### config.mk
export PLATFORM = sky130hd
export DESIGN_NAME = sprite_fetch
export DESIGN_NICKNAME = d
export VERILOG_FILES = /design/src/rtl/sprite_fetch.sv
export SDC_FILE = /design/constraint.sdc
export NUM_CORES = 1
export LEC_CHECK = 0
export CORE_MARGIN = 3
export CORE_UTILIZATION = 45
export DETAILED_ROUTE_END_ITERATION = 10
export PLACE_DENSITY = 0.74
export SYNTH_ARGS = -nofsm -noshare
export SYNTH_HDL_FRONTEND = slang
export SYNTH_SLANG_ARGS = --single-unit
### constraint.sdc
create_clock -name clk -period 9.5 [get_ports clk]
set_input_delay 2.375 -clock clk [delete_from_list [all_inputs] [get_ports clk]]
set_output_delay 2.375 -clock clk [all_outputs]
set_load 0.05 [all_outputs]
### src/rtl/sprite_fetch.sv
// Sprite read client: converts the beam position into sprite ROM addresses and
// returns the sprite pixel three clocks later. Sprite attributes are latched once per frame.
module sprite_fetch #(
    parameter int         W      = 16,
    parameter int         H      = 16,
    parameter int         NSPR   = 4,
    parameter int         SCALE  = 0,
    parameter logic [3:0] TRANSP = 4'h0
) (
    input  logic                     clk,
    input  logic                     rst,
    input  logic [9:0]               hc,
    input  logic [9:0]               vc,
    input  logic                     px_en,
    input  logic                     frame_start,
    input  logic [9:0]               spr_x,
    input  logic [9:0]               spr_y,
    input  logic [$clog2(NSPR)-1:0]  spr_id,
    input  logic                     spr_flip,
    input  logic                     spr_en,
    output logic [9:0]               rom_add,
    input  logic [3:0]               rom_pixel,
    output logic [3:0]               pix_out,
    output logic                     pix_valid
);

    localparam int          IW      = $clog2(NSPR);
    localparam int          CW      = $clog2(W);
    localparam int          RW      = $clog2(H);
    localparam logic [10:0] X_SPAN  = 11'(W << SCALE);
    localparam logic [10:0] Y_SPAN  = 11'(H << SCALE);
    localparam logic [CW-1:0] COL_MAX = CW'(W - 1);

    logic [9:0]    sx;
    logic [9:0]    sy;
    logic [IW-1:0] sid;
    logic          sflip;
    logic          sen;

    logic [10:0]   dx;
    logic [10:0]   dy;
    logic          hit;
    logic [CW-1:0] col_raw;
    logic [CW-1:0] col;
    logic [RW-1:0] row;
    logic          hit1;
    logic          hit2;

    // Shadow copies of the sprite attributes; only frame_start may update them.
    // NOTE: sequential state is always assigned with <= so every register samples
    // the pre-edge values, regardless of block ordering.
    always_ff @(posedge clk) begin
        if (rst) begin
            sx    <= '0;
            sy    <= '0;
            sid   <= '0;
            sflip <= 1'b0;
            sen   <= 1'b0;
        end else if (frame_start) begin
            sx    <= spr_x;
            sy    <= spr_y;
            sid   <= spr_id;
            sflip <= spr_flip;
            sen   <= spr_en;
        end
    end

    // Unsigned 11-bit differences: beam left of / above the sprite wraps large and
    // misses, and the extra bit keeps sprites near the right/bottom edge from wrapping.
    // NOTE: every signal driven here gets a default first so no latch is inferred.
    always_comb begin
        dx      = {1'b0, hc} - {1'b0, sx};
        dy      = {1'b0, vc} - {1'b0, sy};
        hit     = px_en & sen & (dx < X_SPAN) & (dy < Y_SPAN);
        col_raw = dx[SCALE +: CW];
        row     = dy[SCALE +: RW];
        col     = sflip ? (COL_MAX - col_raw) : col_raw;
    end

    always_ff @(posedge clk) begin
        if (rst) begin
            rom_add   <= '0;
            hit1      <= 1'b0;
            hit2      <= 1'b0;
            pix_out   <= '0;
            pix_valid <= 1'b0;
        end else begin
            if (hit) begin
                rom_add <= {sid, row, col};
            end
            hit1      <= hit;
            hit2      <= hit1;
            pix_out   <= hit2 ? rom_pixel : 4'h0;
            pix_valid <= hit2 & (rom_pixel != TRANSP);
        end
    end

endmodule

==> reports/results.txt <==
Status - complete, no violations
Hold Path Origin - hit1
Synth Register Bits - 41
Drt initial violations - 150
Clock insertion delay at the later pin of the skew report - 0.30 ns
Cells on Worst Hold Path - 1
CP max stage delay - 0.46 ns
Initial antenna violation count - 0
Ys flop type - dfxtp_1
Final min period - 5.137 ns
Die area - 6791 sq um
Clock Skew - 0.007172 ns
Power Total - 0.0004270 W
Reg2Reg Depth - 9
RSZ-0062 raised after global routing - false
Post-synth ARST share - 0%
Slew HR - 50.76%
Layout cell share with drive strength beyond 1 - 3.514%
Vias in the first global route - 2301
Syn Area/Cell - 8.587 sq um
Flop-to-flop setup slack - 6.53 ns
Max_cap viols - 0
FILL cells - 514
Clock-pin slew on the worst setup and hold paths - 0.08 ns
Hold worst-path end - hit2
Synth unique cells - 54
CTS tree - built
CTS max path bufs - 2
Synth-to-Final Area Change - 30.52%
Syn Inst Count - 306
# setup viols final - 0
Initial Util - 47.14%
Worst R2R End - rom_add[7]
Routability cong. - 0.8437
Post-CTS setup buffer count - 0
Arrival @ worst endpoint - 5.33 ns
CP cell instances - clkdlybuf4s50_1, inv_1, ha_1, fa_1, nand2b_1, a21oi_1, xor2_1, a311oi_1, and4_1, and4_4, mux2_1
Routed wire length - 6309 um
Register area - 820.8 sq um
Placed Area - 3343 sq um
HP Class - reg -> reg
ANT cells - 0
Most frequent cell after synthesis - dfxtp_1
Max FO, Critical Path - 10
Mapped Area - 2628 sq um
Dominant cell type by area after synthesis - dfxtp_1
First-pass GRT wire length - 10460 um
Final ANT Viol Nets - 0
Pre-antenna DRT Iters - 4
Die X - 82.41 um
Worst Setup SP - hc[0]
Area of the multi-input gates - 1644 sq um
RR Startpoint - sy[7]
Synth area leaders - dfxtp_1 31%, mux2i_1 10%, ha_1 9.5%, nor2_1 4.9%, inv_1 4.3%
TritonCTS Buffers - 5
Pwr Density - 124.5 nW/um^2
Row count - 27
Overall routing resource usage - 19.73%
Die Y-Extent - 82.41 um
CTS Hold Bufs - 0
GRT overflow - 0
Synth cell count leaders - 41 x dfxtp_1, 34 x nor2_1, 30 x inv_1, 27 x mux2i_1, 20 x ha_1
Worst Setup End Kind - register
H-tree Lvls - 2
# IOs - 67
Req. time, crit path - 9.70 ns
Register area share after synthesis - 31.24%
P_leak - 1.369 nW
Peak VDD IR - 0.00006812 V
Largest net degree at the start of global routing - 39
Kind of critical path - in -> reg
CTS root buffer - clkbuf_8
Critical path launch point type - input port
Design Area, Final - 3430 sq um
Layout Nets - 443
Hpwl dp - 4806 um
Drt drc - 0
Total core area - 5574 sq um
Clock sink count - 41
PortBufs - 66
Synth top area share - 31.24%
Post-synth EDFFs - 0
Least-Margin Pin Slew - 0.7334 ns
Fmax - 0.1947 GHz
Post-CTS Resized - 0
Final Max Tran Viols - 0
Slowest CP cell - clkdlybuf4s50_1
Hold Violations, Final - 0
Avg Vias per Cell - 5.491
Vias after detailed routing - 2427
WL/cell - 14.27 um
YS warnings - 0
Syn Nets - 380
Tcrit/Tclk final - 54.07%
Setup tns final - 0 ns
==> area by class of cell <==
cell class | count | area share, %
clock buffer | 5 | 2.007
sequential | 41 | 23.93
inverter | 30 | 3.283
timing repair buffer | 68 | 19.70
tap | 72 | 2.627
multi-input combinational | 223 | 47.94
clock inverter | 3 | 0.5108
==> metrics by stage <==
stage          hold slack [ns]  util, %  instances  setup WS (ns)
4_1_cts                 0.4675    61.53        442          4.392
2_1_floorplan           0.4138        -        306          4.803
3_5_place_dp            0.4426    59.98        434          4.090
6_report                0.4629    61.53        442          4.363
3_3_place_gp            0.4277    59.98        434          4.156
5_1_grt                 0.4913    61.53        442          4.171
==> logic make-up (layout without fill, tap and decap cells) <==
group / Yosys count / in the layout / synth area share [%]
AND/OR/NAND/NOR: 98 / 98 / 20.14
AO/OA/AOI/OAI: 65 / 65 / 17.33
buffers and inverters: 42 / 106 / 6.190
flip-flops: 41 / 41 / 31.24
multiplexers: 28 / 28 / 10.71
adder cells (fa/ha/maj): 22 / 22 / 11.05
XOR/XNOR: 10 / 10 / 3.334
==> layout by cell type, fill, tap and decap left out, types with 4 or more instances in the layout <==
cell / n
nor3_1: 6
a211oi_1: 5
o21ai_0: 8
ha_1: 20
o31ai_1: 8
clkbuf_8: 5
inv_1: 30
nand4_1: 9
nor2b_1: 8
nor4_1: 4
nor2_1: 34
dfxtp_1: 41
nand2_1: 6
mux2i_1: 27
clkdlybuf4s50_1: 66
nand2b_1: 7
xnor2_1: 7
a21oi_1: 17
and2_1: 5
==> critical path: cells and delay by family <==
kind | cells | cell delay (ns)
and+or+nand+nor | 3 | 0.95
muxes | 1 | 0.31
xor gates and xnor gates | 1 | 0.09
buffers and inverters | 2 | 0.50
adders and majority gates | 2 | 0.60
AOI/OAI and AO/OA | 2 | 0.51
==> worst max path at each step <==
stage	cells after the start	slack, ns	end
finish	11	4.36	rom_add[7]
global route	11	4.17	rom_add[7]
CTS	11	4.39	rom_add[7]
detailed placement	12	4.09	rom_add[7]
global placement	11	4.16	rom_add[7]
floorplan	12	4.80	rom_add[7]
==> per-layer routing <==
layer | global-route usage [%] | part of all wire [%] | up-vias
met5 | 0 | 0 | -
li1 | - | - | 1230
met1 | 25.95 | 46 | 1128
met3 | 3.796 | 5.5 | 8
met4 | 6.645 | 1.6 | 0
met2 | 32.21 | 47 | 61
==> report_power, final <==
part / total, W / switching [W] / internal [W]
clock: 0.000115 / 0.0000639 / 0.0000507
combinational: 0.000131 / 0.0000701 / 0.0000609
sequential: 0.000181 / 0.00000357 / 0.000178
total: 0.000427 / 0.000138 / 0.000289
==> state kept, by name, indices dropped and copies added, names as in the netlist <==
name / cells
sx: 10
sid: 2
pix_out: 4
sy: 10
sflip: 1
sen: 1
hit2: 1
hit1: 1
pix_valid: 1
rom_add: 10
No activity file was read; power rests on OpenSTA's default activity.
